**src/rtl/midi_voice_allocator.sv**
```systemverilog
// midi_voice_allocator: polyphonic MIDI parser and voice allocator.
//
// Turns a stream of received MIDI bytes into NUM_VOICES voices, each with a
// note, velocity, gate and one-cycle trigger. Handles running status, channel
// filtering, retrigger of a held note, stealing the oldest voice, and
// all-notes-off.
//
// Ports:
//   clk            system clock
//   rst_n          synchronous active-low reset
//   byte_in        received MIDI byte
//   byte_valid     one-cycle strobe qualifying byte_in
//   voice_note     note number per voice, voice v at [7v+6:7v]
//   voice_velocity velocity per voice, same packing
//   voice_gate     high while the voice's note is held
//   voice_trig     one-cycle pulse when a voice is (re)triggered
module midi_voice_allocator #(
   parameter int NUM_VOICES   = 4,
   parameter int MIDI_CHANNEL = 0,
   parameter bit OMNI         = 1'b0
) (
   input  logic                    clk,
   input  logic                    rst_n,
   input  logic [7:0]              byte_in,
   input  logic                    byte_valid,
   output logic [7*NUM_VOICES-1:0] voice_note,
   output logic [7*NUM_VOICES-1:0] voice_velocity,
   output logic [NUM_VOICES-1:0]   voice_gate,
   output logic [NUM_VOICES-1:0]   voice_trig
);
   localparam int AW = $clog2(NUM_VOICES);
   localparam logic [3:0] CH = 4'(MIDI_CHANNEL);

   typedef enum logic [1:0] {IDLE, DATA1, DATA2} st_t;
   typedef enum logic [1:0] {EV_ON, EV_OFF, EV_ALL} ev_t;

   st_t st_q, st_d;
   logic [7:0] rs_q, rs_d;
   logic rs_v_q, rs_v_d;
   logic [6:0] d1_q, d1_d;
   logic ev_valid_q, ev_valid_d;
   ev_t ev_type_q, ev_type_d;
   logic [6:0] ev_note_q, ev_note_d;
   logic [6:0] ev_vel_q, ev_vel_d;

   logic [NUM_VOICES-1:0][6:0] note_q, note_d;
   logic [NUM_VOICES-1:0][6:0] vel_q, vel_d;
   logic [NUM_VOICES-1:0] gate_q, gate_d;
   logic [NUM_VOICES-1:0] trig_q, trig_d;
   logic [NUM_VOICES-1:0][AW-1:0] age_q, age_d;

   logic ch_ok;
   logic hit, free;
   logic [AW-1:0] hit_idx, free_idx, old_idx, sel;

   assign ch_ok = OMNI || (rs_q[3:0] == CH);

   // Byte parser: the edge sampling a message's final byte registers one event.
   always_comb begin
      st_d       = st_q;
      rs_d       = rs_q;
      rs_v_d     = rs_v_q;
      d1_d       = d1_q;
      ev_valid_d = 1'b0;
      ev_type_d  = ev_type_q;
      ev_note_d  = ev_note_q;
      ev_vel_d   = ev_vel_q;
      if (byte_valid) begin
         if (byte_in[7:3] == 5'b11111) begin
            // real-time bytes are transparent to the parser
         end else if (byte_in[7:4] == 4'hF) begin
            rs_v_d = 1'b0;
            st_d   = IDLE;
         end else if (byte_in[7]) begin
            rs_d   = byte_in;
            rs_v_d = 1'b1;
            st_d   = DATA1;
         end else if (st_q == DATA2) begin
            st_d      = IDLE;
            ev_note_d = d1_q;
            ev_vel_d  = byte_in[6:0];
            // note-on with zero velocity is a note-off
            if (ch_ok && rs_q[7:4] == 4'h9) begin
               ev_valid_d = 1'b1;
               ev_type_d  = (byte_in[6:0] != 7'd0) ? EV_ON : EV_OFF;
            end else if (ch_ok && rs_q[7:4] == 4'h8) begin
               ev_valid_d = 1'b1;
               ev_type_d  = EV_OFF;
            end else if (ch_ok && rs_q[7:4] == 4'hB && (d1_q == 7'd120 || d1_q == 7'd123)) begin
               ev_valid_d = 1'b1;
               ev_type_d  = EV_ALL;
            end
         end else if (st_q == DATA1 || rs_v_q) begin
            // program change and channel pressure carry a single data byte
            d1_d = byte_in[6:0];
            st_d = (rs_q[7:4] == 4'hC || rs_q[7:4] == 4'hD) ? IDLE : DATA2;
         end
      end
   end

   // Voice stage: applies the registered event to the current voice state.
   always_comb begin
      note_d   = note_q;
      vel_d    = vel_q;
      gate_d   = gate_q;
      age_d    = age_q;
      trig_d   = '0;
      hit      = 1'b0;
      free     = 1'b0;
      hit_idx  = '0;
      free_idx = '0;
      old_idx  = '0;
      // scanning downward leaves the lowest matching index in each result
      for (int v = NUM_VOICES - 1; v >= 0; v--) begin
         if (gate_q[v] && note_q[v] == ev_note_q) begin
            hit     = 1'b1;
            hit_idx = AW'(v);
         end
         if (!gate_q[v]) begin
            free     = 1'b1;
            free_idx = AW'(v);
         end
         if (age_q[v] == AW'(NUM_VOICES - 1)) old_idx = AW'(v);
      end
      sel = hit ? hit_idx : free ? free_idx : old_idx;
      if (ev_valid_q && ev_type_q == EV_ON) begin
         note_d[sel] = ev_note_q;
         vel_d[sel]  = ev_vel_q;
         gate_d[sel] = 1'b1;
         trig_d[sel] = 1'b1;
         // ages stay a permutation: the chosen voice becomes youngest and
         // every voice younger than it moves up by one
         for (int v = 0; v < NUM_VOICES; v++)
            age_d[v] = (AW'(v) == sel) ? '0 : (age_q[v] < age_q[sel]) ? age_q[v] + 1'b1 : age_q[v];
      end else if (ev_valid_q) begin
         for (int v = 0; v < NUM_VOICES; v++)
            gate_d[v] = gate_q[v] && !(ev_type_q == EV_ALL || note_q[v] == ev_note_q);
      end
   end

   always_ff @(posedge clk) begin
      if (!rst_n) begin
         st_q       <= IDLE;
         rs_q       <= '0;
         rs_v_q     <= 1'b0;
         d1_q       <= '0;
         ev_valid_q <= 1'b0;
         ev_type_q  <= EV_ON;
         ev_note_q  <= '0;
         ev_vel_q   <= '0;
         note_q     <= '0;
         vel_q      <= '0;
         gate_q     <= '0;
         trig_q     <= '0;
         for (int v = 0; v < NUM_VOICES; v++) age_q[v] <= AW'(v);
      end else begin
         st_q       <= st_d;
         rs_q       <= rs_d;
         rs_v_q     <= rs_v_d;
         d1_q       <= d1_d;
         ev_valid_q <= ev_valid_d;
         ev_type_q  <= ev_type_d;
         ev_note_q  <= ev_note_d;
         ev_vel_q   <= ev_vel_d;
         note_q     <= note_d;
         vel_q      <= vel_d;
         gate_q     <= gate_d;
         trig_q     <= trig_d;
         age_q      <= age_d;
      end
   end

   assign voice_note     = note_q;
   assign voice_velocity = vel_q;
   assign voice_gate     = gate_q;
   assign voice_trig     = trig_q;
endmodule

```
**config.mk**
```make
export PLATFORM = sky130hd
export DESIGN_NAME = midi_voice_allocator
export DESIGN_NICKNAME = d
export VERILOG_FILES = /design/src/rtl/midi_voice_allocator.sv
export SDC_FILE = /design/constraint.sdc
export NUM_CORES = 1
export LEC_CHECK = 0
export ABC_AREA = 1
export CAP_MARGIN = 20
export CORE_ASPECT_RATIO = 1.2
export CORE_UTILIZATION = 45
export CTS_CLUSTER_DIAMETER = 150
export DETAILED_ROUTE_END_ITERATION = 16
export PLACE_DENSITY = 0.79
export SLEW_MARGIN = 25
export SYNTH_ARGS = -nofsm -noshare
export SYNTH_HDL_FRONTEND = slang
export SYNTH_SLANG_ARGS = --single-unit
```
**constraint.sdc**
```tcl
create_clock -name clk -period 2.65 [get_ports clk]
set_input_delay 0.53 -clock clk [delete_from_list [all_inputs] [get_ports clk]]
set_output_delay 0.53 -clock clk [all_outputs]
set_load 0.05 [all_outputs]
```
# Word level (Yosys, flattened, before mapping)
# Index checks and enable logic that the tools add are counted.
[classes]
eq_ne = 23
bitwise = 7
n_mux = 54
add_sub_neg = 4
order_cmp = 6
reduce_logical = 49
[ops]
columns = ["operator", "count"]
rows = [
  ["$mux 2", 31],
  ["$bwmux 28", 2],
  ["$eq 7x7->1", 4],
  ["$eq 4x4->1 const B", 6],
  ["$mux 1", 15],
  ["$demux 7 s2", 1],
  ["$eq 7x7->1 const B", 2],
  ["$logic_and 1x1->1", 14],
  ["$eq 2x2->1 const B", 6],
  ["$reduce_and 6->1", 2],
  ["$reduce_bool 2->1", 6],
  ["$reduce_and 2->1", 5],
  ["$add 2x1->2 const B", 4],
  ["$lt 2x2->1", 4],
  ["$mux 4", 2],
  ["$logic_or 1x1->1", 7],
  ["$mux 7", 1],
  ["$reduce_bool 7->1", 1],
  ["$not 1->1", 6],
  ["$reduce_and 3->1", 2],
  ["$reduce_or 6->1", 1],
  ["$eq 5x5->1 const B", 1],
  ["$reduce_and 5->1", 1],
  ["$bmux 2 s2", 1],
  ["other kinds (13)", 18],
]
[totals]
inputBits = 11
register_bits = 107
elab_cells = 165

# Depth between registers and ports, before layout
# Gate-level depths: netlist of run 1.
[logic_depth]
depth_word = 13
depth_mapped = 22

# Least setup slack after synthesis of run 1
# OpenSTA, ideal clock, no wires.
[synth_path]
kind = "reg-to-reg"
start = "register note_q, in the netlist voice_note[25]"
end = "register age_q[3] (netlist name)"
setup_time_ns = 0.115
arrival_time_ns = 2.117
slack_ns = 0.418
stages_incl_launch_ff = 20
path_buffers = 0
period_less_slack_ns = 2.232
path_cell_list = "dfxtp_1 inv_1 nand2_1 nand2_1 nor2_1 nand2_1 nor2_1 nand2_1 nand2_1 inv_2 nand2_4 nand2_4 nand3_2 nand2_1 nor2_4 nand3_1 nand2_2 nand3_1 nand2_1 nor2_1"
[synth_via]
elab_chain_len = 12
elab_cells_between_ends = 18
classes_between = "order compare (1); eq/ne (2); mux (12); reduce/logical (3)"
[synth_lines]
columns = ["element", "line_no", "rtl"]
rows = [
  ["start: declaration", "46", "logic [NUM_VOICES-1:0][6:0] note_q, note_d;"],
  ["start signal: assignment", "165", "note_q <= note_d;"],
  ["$eq 7x7->1 *", "115", "if (gate_q[v] && note_q[v] == ev_note_q) begin"],
  ["$logic_and 1x1->1 *", "115", ""],
  ["$mux 2 or $mux 1 (tied branches) (4 in a row)", "115", ""],
  ["$mux 2 *", "125", "sel = hit ? hit_idx : free ? free_idx : old_idx;"],
  ["$bmux 2 s2", "134", "age_d[v] = (AW'(v) == sel) ? '0 : (age_q[v] < age_q[sel]) ? age_q[v] + 1'b1 : age_q[v];"],
  ["$mux 2 (not written as such)", "134", ""],
  ["$lt 2x2->1", "134", ""],
  ["$reduce_bool 2->1 (no line)", "n/a", ""],
  ["$reduce_and 2->1 (no line)", "n/a", ""],
  ["end signal: assignment", "169", "age_q <= age_d;"],
  ["end: declaration", "50", "logic [NUM_VOICES-1:0][AW-1:0] age_q, age_d;"],
]
# Mark *: on every way between the ends. The rest lies on a longest branch, timed or not. The select of a mux whose other input is x is not followed.
# A chain may end at the register's enable or synchronous reset.

# Worst setup path after layout of run 1
[layout_path]
start = "register ev_note_q[2]"
end = "register age_q[6] (netlist name)"
[layout_via]
elab_chain_len = 12
elab_cells_between_ends = 24
classes_between = "order compare (1); eq/ne (5); mux (12); reduce/logical (6)"
[layout_lines]
columns = ["element", "line_no", "rtl"]
rows = [
  ["start: declaration", "43", "logic [6:0] ev_note_q, ev_note_d;"],
  ["start signal: assignment", "163", "ev_note_q <= ev_note_d;"],
  ["$eq 7x7->1", "115", ""],
  ["$logic_and 1x1->1", "115", ""],
  ["$mux 2 or $mux 1 (tied branches) (4 in a row)", "115", ""],
  ["$mux 2 *", "125", ""],
  ["$bmux 2 s2", "134", ""],
  ["$mux 2 (not written as such)", "134", ""],
  ["$lt 2x2->1", "134", ""],
  ["$reduce_bool 2->1 (no line)", "n/a", ""],
  ["$reduce_and 2->1 (no line)", "n/a", ""],
]
# Marks and branches as above.

==> results by stage, run 1 <==
Setup path:
- The largest individual stage delay along the critical path comes from the cell dfxtp_1.
- STA classifies the critical path startpoint as a flop.
- The endpoint kind of the worst setup timing path is a flop.
- Traced cell by cell, the critical path runs through inv_2 > nand2_1 > nand2_1 > nor2_1 > nand2_1 > nor3_2 > nand2_1 > nand2_1 > nand2_2 > nand2_4 > inv_2 > nor2_4 > buf_4 > inv_2 > nand2_1 > inv_1 > nand2_1 > nand2_1 > nand2_1 > nand3_1.
- The critical path's largest stage delay is 0.48 ns.
- The arrival time of data at the critical path endpoint is 2.62 ns.
- Of all nets on the critical path, the largest fanout is 10.
- The start-to-end type of the worst setup path is reg -> reg.
- The required time of the critical path is 2.85 ns.
- The cell repeated most along the worst path is nand2_1.

Placed design:
- Routability-driven placement finished with a final weighted congestion of 0.9968.
- The number of buffers inserted by port buffering is 74.
- The wire-length estimate of the detail-placed layout is 9.058 mm.
- Once placement finished, the instance area stood at 5674 sq um.

Power:
- The worst supply voltage drop on vdd is 0.3862 mV.
- For this design the static power due to leakage is 0.002436 uW.
- Power spread over the standard cell area amounts to 536.5 nW/um^2.

Clock tree:
- At the later pin of the worst-skew pair, clock insertion delay measures 0.35 ns.
- The number of buffers created by CTS is 9.
- CTS placed an instance of clkbuf_16 at the clock tree root.
- The maximum clock insertion buffer count is 2.
- The H-tree generated during clock tree synthesis spans 3 levels.
- TritonCTS built the clock tree.
- The clock sink count is 107.
- Clock-pin slew was measured on the worst setup and hold paths at 0.07 ns.
- The number of buffers inserted for hold repair after clock tree synthesis is 0.

Finish:
- The antenna cell count is 0.
- The finished cells cover 6032 sq um.
- In the final design database the tool counted 750 nets.
- The area occupied by registers is 2148 sq um.
- Of the cells placed in the final design, the portion with a size suffix greater than 1 is 0.09595.
- Leaving out fill and tap cells, the most frequent cells in the layout are nand2_1, dfxtp_1, a21oi_1, nor2_1, clkdlybuf4s50_1.
- The filler cell count is 918.
- The most common library cell in the layout ignoring fill and taps is nand2_1.
- Summing all multi-input logic gate instances after layout gives 2295 sq um.
- The area growth from synthesis to layout is 23.43%.

GRT:
- The total global routing overflow is 0.
- Entering global routing, the biggest net connects 72 pins.
- The via count of the first global-routing pass is 4306.
- The number of antenna violations at the first check in global routing was 0.
- The wire length of the first global-routing pass is 20.14 mm.
- In the global route stage, overall resource usage came out at 0.2230.

Routing:
- The total vias in the final route is 4643.
- The total DRC errors in the routed layout is 0.
- For this block, the initial DRC count from the detailed router was 282.
- The average vias per placed instance is 5.343.
- The total iterations of the first detailed-routing run is 6.
- After detailed routing, the average wire length per cell comes to 14.58 um.
- The final wirelength is 12.67 mm.
- The final antenna-violating net count is 0.

Timing:
- The relative slew slack is 0.6021.
- The routed design could run at a clock period as short as 2.420 ns.
- Dividing the final minimum period by the clock period gives 0.9132.
- The number of endpoints with negative hold slack in the final report came to 0.
- Setup violations remaining at the end of the flow were counted as 0.
- The final worst clock skew is 0.006661 ns.
- Static timing analysis puts the maximum clock frequency at 413.2 MHz.
- The number of max-slew violations in the final report was 0.
- For the pin with the worst max-slew slack, the measured transition is 0.5969 ns.
- In the final timing run, aggregate negative setup slack is 0 ns.
- Setup repair after global routing left no endpoint under its margin.

Yosys:
- The synthesized-area fraction occupied by ao, oa, aoi and oai cells is 0.1580.
- The summed instance area of the synthesized netlist is 4887 sq um.
- The average cell area after synthesis is 7.283 sq um.
- After synthesis, the netlist uses 33 different library cells.
- The share of synthesized area occupied by flip-flops and latches is 0.4383.
- The synthesized net count is 686.
- Of the post-synthesis cell area, the dominant cell type holds 0.4383.
- The xor and xnor fraction of the mapped netlist area is 0.03226.
- The dominant cell type by area after synthesis is dfxtp_1.
- The multiplexer share of the synthesized area is 0.
- By area, the combinational part of the netlist is dominated by simple AND/OR/NAND/NOR gates.
- Counting flops and latches in the post-synthesis netlist gives 107.
- Counting every instance in the synthesized netlist gives 671.
- Sorting the synthesized cells by area gives the leading types as dfxtp_1, nand2_1, a21oi_1, o21ai_0, nand3_1.
- Yosys printed 0 warnings.
- Of the total synthesized cell area, the portion taken by full adders, half adders and majority gates is 0.01024.
- Of the total synthesized cell area, the portion taken by AND, OR, NAND and NOR gates is 0.2668.

Status:
- The run finished with clean final reports.

Job:
- Max-cap violations in this run came to 0.

Min path:
- The tightest min-delay check is of the reg -> reg type.

Die:
- The die extent in x is 97.14 um.
- The floorplan die height is 116.2 um.
- The starting utilization of the core area is 0.4647.
- For this design the top-level I/O count stands at 75.
- The floorplan step defined a die boundary enclosing 11280 sq um.
- The placeable core region is 10520 sq um.
- Row generation in the floorplan step produced 41 rows.
[state kept, by name, summed over array words and instances (netlist names)]
name            count
voice_note         28
voice_velocity     28
age_q               8
rs_q                8
d1_q                7
ev_note_q           7
ev_vel_q            7
voice_gate          4
voice_trig          4
ev_type_q           2
st_q                2
ev_valid_q          1
rs_v_q              1
[cell usage after synthesis, drive strengths merged]
cell type	count
dfxtp	107
o21ai	69
a21oi	76
clkinv	1
clkbuf	16
xnor2	15
nand3	61
nand4	8
nor3	7
nand2	128
o31ai	1
o311ai	1
nor2	85
a211oi	2
buf	17
xor2	3
ha	4
o21bai	1
nand3b	1
nor4	1
inv	66
o211ai	1
[through the flow]
step             util  hold slack [ns]  setup WS (ns)  instances  total power, uW
6_report       0.5736           0.4623         0.2300        869             3236
2_1_floorplan       -           0.4300         0.4181        671             1763
3_5_place_dp   0.5396           0.4519         0.1448        851             1807
5_1_grt        0.5736           0.4837        0.01026        869             3342
3_3_place_gp   0.5396           0.4497         0.2194        851             1803
4_1_cts        0.5705           0.4636         0.1272        867             3249
[final cells by class]
cell class	count	area share
clock inverters	5	0.01369
multi-input cells	465	0.3804
repair buffers	85	0.1398
flip-flops and latches	107	0.3561
clock buffers	11	0.04024
well taps	129	0.02676
inverters	67	0.04294
[routing by layer]
layer  vias to the layer above  GRT usage  wire length, um
met2                       173     0.3934             6335
met4                         0     0.1075              380
met3                        31    0.03890              709
met5                         -          0                0
li1                       2312          -                -
met1                      2127     0.2655             5246
[worst paths after layout]
check,start,endpoint,slack (ns),depth (start not counted)
setup reg to reg,ev_note_q[2]$_SDFFE_PN0P_,age_q[6]$_SDFFE_PN1P_,0.23,20
hold reg to reg,rs_q[0]$_SDFFE_PN0P_,rs_q[0]$_SDFFE_PN0P_,0.46,2
setup / recovery,ev_note_q[2]$_SDFFE_PN0P_,age_q[6]$_SDFFE_PN1P_,0.23,20
hold / removal,rs_q[0]$_SDFFE_PN0P_,rs_q[0]$_SDFFE_PN0P_,0.46,2
[worst max-delay path: cells and delay by family, from the launching register on]
| family | cells | cell delay (ns) |
|---|---|---|
| simple gates | 15 | 1.33 |
| flops | 1 | 0.48 |
| buf+inv | 5 | 0.47 |
[cells by family after synthesis]
kind of cell,after synthesis
AND/OR/NAND/NOR,291
XOR/XNOR,18
AO/OA/AOI/OAI,151
flip-flops,107
buffers and inverters,100
adder cells (fa/ha/maj),4
[power breakdown]
part	switching [uW]	internal, uW	total, uW
logic	84.0	45.3	129
clock network	604	860	1460
registers	16.1	1630	1640
[what timing repair did]
item / CTS / global route
setup endpoints to repair: 0 / 33
setup buffers: 0 / 1
gates resized for setup: 0 / 5
Power figures use the tool's default switching activity.
==> run 2: changes to the inputs <==
CORE_MARGIN = 2   (was not set)
==> results by stage, run 2 (synthesis gave the netlist of run 1 again) <==
Finish:
- The final net count is 753.
- The repair_antennas step left the layout with diodes totalling 0.
- In the layout the commonest cells are nand2_1, dfxtp_1, a21oi_1, nor2_1, clkdlybuf4s50_1.
- The share of final-layout standard cells stronger than drive strength 1 is 0.09960.
- The library cell used most frequently in the layout, excluding fill and tap cells, is nand2_1.
- Relative to the synthesized area, the layout overhead comes to 23.40%.

GRT:
- In the global route stage, met2 resource usage came out at 0.3788.
- The via count of the first global-routing pass came to 4473.
- Summed over all layers, the global routing overflow is 0.
- For met1 alone, demand over resource in global routing was 0.2814.
- The layer carrying the most global-route usage is met2.
- The number of antenna violations at the first check in global routing is 0.
- Entering global routing, the biggest net connects 72 pins.
- The first global-routing pass estimated 21.41 mm of wire.
- The met3 usage in global routing is 0.02839.
- The global routing usage summed across all routing layers is 0.2229.

Timing:
- The number of endpoints with negative hold slack in the final report is 0.
- Setup total negative slack on the finished layout was measured at 0 ns.
- Based on the critical path, the design can be clocked at up to 414.6 MHz.
- For the pin with the worst max-slew slack, the measured transition is 0.6042 ns.
- Headroom to the max-slew limit came out at 0.5972.
- The number of max-slew violations in the final report is 0.
- The final period utilization is 0.9102.
- The final worst clock skew is 0.006508 ns.
- Setup repair after global routing left no endpoint under its margin.
- The number of setup violations in the final report is 0.
- The final critical path time including I/O delays and setup is 2.412 ns.

Clock tree:
- The number of levels in the clock H-tree is 3.
- In this run the deepest clock path goes through 2 buffers.
- The CTS tree is done.
- At the later pin of the worst-skew pair, clock insertion delay measures 0.35 ns.
- The root buffer cell is clkbuf_16.
- Clock-pin slew was measured on the worst setup and hold paths at 0.07 ns.
- The clock drives 107 sinks.
- Buffers inserted during clock tree synthesis total 9.
- After clock tree synthesis, the flow added hold-fix buffers numbering 0.

Setup path:
- The critical path startpoint category is a flop.
- At the worst endpoint, the arrival time is 2.65 ns.
- The worst setup path is captured at a flop.
- The required time of the critical path is 2.88 ns.
- In this run the critical register-to-register path is launched from ev_note_q[5]$_SDFFE_PN0P_.
- The most critical setup path has its startpoint at ev_note_q[5]$_SDFFE_PN0P_.
- The largest fanout on the critical path is 22.
- The setup path with the least slack is of type reg -> reg.

Die:
- The number of rows in the core area is 41.
- In this run the count of I/O pins placed on the die edge is 75.
- The floorplan step defined a die boundary enclosing 11710 sq um.
- For this configuration, the core starts out at a cell density of 0.4625.
- Measured along the y axis, the die boundary spans 118.2 um.
- The die extent in x is 99.14 um.
- The region available for standard cell placement spans 10570 sq um.

Min path:
- The beginning of the worst hold path is rs_q[0]$_SDFFE_PN0P_.
- The min-delay analysis places its worst path in the category reg -> reg.

Routing:
- The total DRC errors in the routed layout is 0.
- The count of nets left with antenna violations once routing finished came out at 0.
- The first-iteration detailed-routing DRC count is 326.
- The average wire per cell in the routed design is 14.77 um.
- For this run, the detailed router's first-pass iteration total came to 6.
- The total vias in the final route is 4646.
- The final layout contains routed wiring with a total length of 12.88 mm.
- After detailed routing, the number of vias per cell comes to 5.328.

Power:
- The leakage power summed over all cells is 0.002444 uW.
- Across the VDD grid, the largest voltage drop is 0.2862 mV.
- Power comes to 3118 uW.
- Dividing total power by cell area gives a power density of 517.0 nW/um^2.

Status:
- The flow ran to the end, and the final reports show no timing, DRC or antenna violations.

Placed design:
- The congestion estimate from routability-driven global placement came to 0.9737.
- The number of buffers inserted by port buffering is 74.
- The detailed placer's ending HPWL is 9.447 mm.

Job:
- The max-cap check violation count is 0.
run 2: cell types whose count changed in the layout (fill, tap and decap cells not counted):
cell and change:
clkinv_2 +2, dfxtp_2 -1, dfxtp_1 +1, clkbuf_1 -1, bufinv_16 -1, buf_4 +4, nor2_2 -1
run 2: worst paths after layout:
check / end / slack, ns / depth (start not counted)
max reg2reg: voice_note[26]$_SDFFE_PN0P_ / 0.24 / 14
max: voice_note[26]$_SDFFE_PN0P_ / 0.24 / 14
min: rs_q[0]$_SDFFE_PN0P_ / 0.45 / 2
min reg2reg: rs_q[0]$_SDFFE_PN0P_ / 0.45 / 2
run 2: through the flow:
step | instances | setup slack (ns) | utilization | instance area [sq um] | hold slack (ns)
after floorplan | 671 | 0.4181 | - | 4887 | 0.4300
after global placement | 854 | 0.2421 | 0.5391 | 5697 | 0.4427
after detailed placement | 854 | 0.1368 | 0.5391 | 5697 | 0.4473
after CTS | 870 | 0.1133 | 0.5676 | 5998 | 0.4575
after global routing | 872 | 0.01240 | 0.5707 | 6031 | 0.4973
final | 872 | 0.2380 | 0.5707 | 6031 | 0.4542
run 2: power breakdown:
| group | internal (uW) | switching, uW |
|---|---|---|
| registers | 1630 | 16.2 |
| clock network | 760 | 586 |
| logic | 45.3 | 83.9 |
| total | 2430 | 686 |
run 2: critical path, stage by stage (launching register included):
cell and delay [ns]:
dfxtp_1 0.57, nand2_1 0.09, nand2_1 0.08, nand3_1 0.14, nor3_2 0.19, nand2_1 0.08
nand2_1 0.08, nand2_2 0.11, nand2_4 0.15, inv_2 0.08, nor2_4 0.17, nand2_1 0.07
buf_4 0.22, o21ai_0 0.22, a21oi_1 0.06
run 2: what timing repair did:
action                     4_1_cts  5_1_grt
buffers inserted                 0        2
gates resized for setup          0        4
hold endpoints to repair         0        0
setup endpoints to repair        0       44
run 2: metal layers:
metal	routed length, um	part of all wire
met2	6441	0.50
met1	5416	0.42
met5	0	0
met4	354	0.027
met3	671	0.052
run 2: layout make-up:
| class | instances | area [sq um] |
|---|---|---|
| tap | 129 | 161.4 |
| sequential | 107 | 2147 |
| inverter | 67 | 259.0 |
| timing repair buffer | 89 | 873.3 |
| clock buffer | 10 | 239.0 |
| clock inverter | 6 | 62.56 |
| multi-input combinational | 464 | 2288 |
| fill | 935 | 4537 |
==> run 3: changes to the inputs <==
PLACE_DENSITY = 0.81   (was 0.79)
clock period = 2.2 ns   (was 2.65 ns; I/O delays follow)
==> results by stage, run 3 (synthesis gave the netlist of run 1 again) <==
Power:
- The share of total power dissipated in the clock network is 0.429.
- The power spent charging and discharging nets is 928.6 uW.
- The internal portion of the total power is 2824 uW.
- The switching fraction of total power is 0.2475.
- The worst supply voltage drop on vdd is 0.3532 mV.
- Of the total power, registers draw 0.525.
- Dividing total power by cell area gives a power density of 566.3 nW/um^2.
- Summed over all cells, the static leakage comes to 0.002682 uW.
- The share of total power dissipated in combinational logic is 0.046.

Placed design:
- After detailed placement, the total cell area comes to 5926 sq um.
- The pre-CTS setup slack is -0.1196 ns.
- The number of buffers inserted by port buffering is 74.
- The detailed placer's ending HPWL is 9.757 mm.
- The final weighted congestion in routability-driven placement is 0.9797.

Status:
- The run finished, with violations left.
- The final reports fail on setup timing.

Min path:
- For hold timing, the worst endpoint is rs_q[0]$_SDFFE_PN0P_.
- The worst hold path passes through 2 cells.
- The beginning of the worst hold path is rs_q[0]$_SDFFE_PN0P_.
- The worst min-delay path category is reg -> reg.

Routing:
- After the first detailed-routing iteration, the DRC count stood at 440.
- The average wire per cell in the routed design is 16.63 um.
- The final wirelength is 15.05 mm.
- The total DRC errors in the routed layout is 0.
- The total vias in the final route is 5071.
- The detail route stage leaves a number of antenna-violating nets equal to 0.
- Using the TritonRoute via totals, the vias-per-cell ratio works out to 5.603.
- Before antenna repair, the detailed router went through 5 iterations.

Setup path:
- The startpoint identified for the worst register-to-register timing path is ev_note_q[3]$_SDFFE_PN0P_.
- STA classifies the critical path endpoint as a flop.
- The largest fanout on the critical path is 8.
- Data arrives at the worst endpoint at 2.51 ns.
- In this run the critical register-to-register path is captured at age_q[3]$_SDFFE_PN0P_.
- The worst register-to-register path has a setup slack of -0.08 ns.
- The number of cells on the worst reg-to-reg path is 18.
- STA puts the critical path data required time at 2.44 ns.
- The critical path startpoint category is a flop.
- The setup path with the least slack is of type reg -> reg.

Timing:
- Setup violations remaining at the end of the flow were counted as 22.
- The setup slack of the critical path after layout is -0.07508 ns.
- The final worst clock skew is 0.01373 ns.
- Dividing the final minimum period by the clock period gives 1.034.
- The relative slew slack is 0.6437.
- The number of endpoints with negative hold slack in the final report is 0.
- The worst path in the final design needs a cycle of 2.275 ns, including I/O delays and setup.
- The setup total negative slack is -0.8631 ns.
- Setup repair after global routing could not meet its margin everywhere.
- The maximum clock rate is 439.5 MHz.
- The number of max-slew violations in the final report is 0.
- The actual slew at the worst max-slew pin is 0.5329 ns.

Die:
- In this run the horizontal extent of the chip is 99.14 um.
- The starting utilization of the core area is 0.4625.
- The floorplan die height is 118.2 um.
- During I/O placement, the number of pins put on the boundary was 75.
- The total die area is 11710 sq um.
- The number of rows in the core area is 41.
- In this run the standard cell core region covers 10570 sq um.

GRT:
- In the global route stage, overall resource usage came out at 0.2393.
- The layer carrying the most global-route usage is met2.
- The number of antenna violations at the first check in global routing is 0.
- The met1 demand-to-capacity share in global routing is 0.2845.
- For this run the aggregate overflow at the end of global routing stands at 0.
- The first global-routing pass estimated 22.99 mm of wire.
- The met2 track demand over resource in global routing is 0.4168.
- For this run, global-route usage on met3 was measured as 0.04967.
- The pin count of the biggest net entering global routing is 43.
- The via count of the first global-routing pass is 4857.

Finish:
- The share of final-layout standard cells stronger than drive strength 1 is 0.2294.
- The post-route cell area is 6626 sq um.
- At the end of the flow, the number of nets in the layout was 786.
- The signed area change from the synthesized netlist to the final layout is 35.59%.
- The library cell used most frequently in the layout, excluding fill and tap cells, is nand2_1.
- The top cell types in the final layout, fill and taps aside, are nand2_1, dfxtp_1, a21oi_1, clkdlybuf4s50_1, nor2_1.
- The antenna cell count is 0.

Clock tree:
- The number of clock buffers added by TritonCTS is 9.
- Clock tree synthesis found a total of 107 sinks.
- The CTS tree is done.
- The maximum clock insertion buffer count is 2.
- The clock tree synthesis step divided the H-tree into 3 levels.
- The clock-pin slew on the worst setup and hold paths is 0.08 ns.
- The number of hold buffers added after CTS was 0.
- Clock latency on the worst-skew pair, taken at its later pin, is 0.35 ns.
- The root buffer cell is clkbuf_16.

Job:
- The max-cap check violation count is 0.
## run 3: cell type report
| class | count | area [sq um] |
|---|---|---|
| Fill cell | 827 | 3941 |
| Tap cell | 129 | 161.4 |
| Clock inverter | 7 | 75.07 |
| Clock buffer | 9 | 225.2 |
| Timing Repair Buffer | 121 | 1157 |
| Inverter | 67 | 264.0 |
| Sequential cell | 107 | 2196 |
| Multi-Input combinational cell | 465 | 2547 |
## run 3: how the worst max path moves through the flow
| stage | start | endpoint | depth (start not counted) |
|---|---|---|---|
| final | ev_note_q[3]$_SDFFE_PN0P_ | age_q[3]$_SDFFE_PN0P_ | 18 |
| after global routing | ev_note_q[3]$_SDFFE_PN0P_ | age_q[1]$_SDFFE_PN0P_ | 18 |
| after CTS | age_q[2]$_SDFFE_PN1P_ | age_q[6]$_SDFFE_PN1P_ | 15 |
| after detailed placement | ev_note_q[0]$_SDFFE_PN0P_ | age_q[6]$_SDFFE_PN1P_ | 20 |
| after global placement | ev_note_q[0]$_SDFFE_PN0P_ | age_q[1]$_SDFFE_PN0P_ | 15 |
| after floorplan | voice_note[11]$_SDFFE_PN0P_ | age_q[6]$_SDFFE_PN1P_ | 17 |
## run 3: metal layers
metal	vias to the layer above	routed length [um]
met1	2360	5835
li1	2404	-
met2	251	7701
met5	-	0
met4	0	518
met3	56	991
## run 3: power by group through the flow
stage	combinational, uW	sequential [uW]	clock (uW)
5_1_grt	192	1970	1700
3_3_place_gp	159	2020	0
6_report	173	1970	1610
3_5_place_dp	163	2020	0
4_1_cts	164	1970	1620
2_1_floorplan	110	2010	0
## run 3: worst max-delay path: stages, from the launching register on
cell     delay [ns]
dfxtp_4        0.36
buf_12         0.13
inv_4          0.05
nand2_1        0.06
nand2_2        0.08
nand3_2        0.11
nor2_2         0.15
nand2_2        0.07
nand3_2        0.11
nand2_4        0.11
buf_4          0.16
nand3_2        0.08
nand2_2        0.07
nor2_4         0.17
nand3_1        0.12
nand2_2        0.11
nand3_1        0.09
nand2_1        0.08
nor2_1         0.05
## run 3: stage by stage
step	cells	hold WS (ns)	utilization	power [uW]
after detailed placement	877	0.4504	0.5607	2185
final	905	0.4666	0.6270	3752
after floorplan	671	0.4300	-	2124
after CTS	896	0.4625	0.5997	3756
after global routing	905	0.4853	0.6270	3866
after global placement	877	0.4412	0.5607	2179
## run 3: repair_timing
item | 4_1_cts | 5_1_grt
hold endpoints to repair | 0 | 0
endpoints found under the setup margin | 46 | 70
cloned | 1 | 0
resized for setup | 28 | 63
setup buffers | 4 | 9
pin swaps | 15 | 21
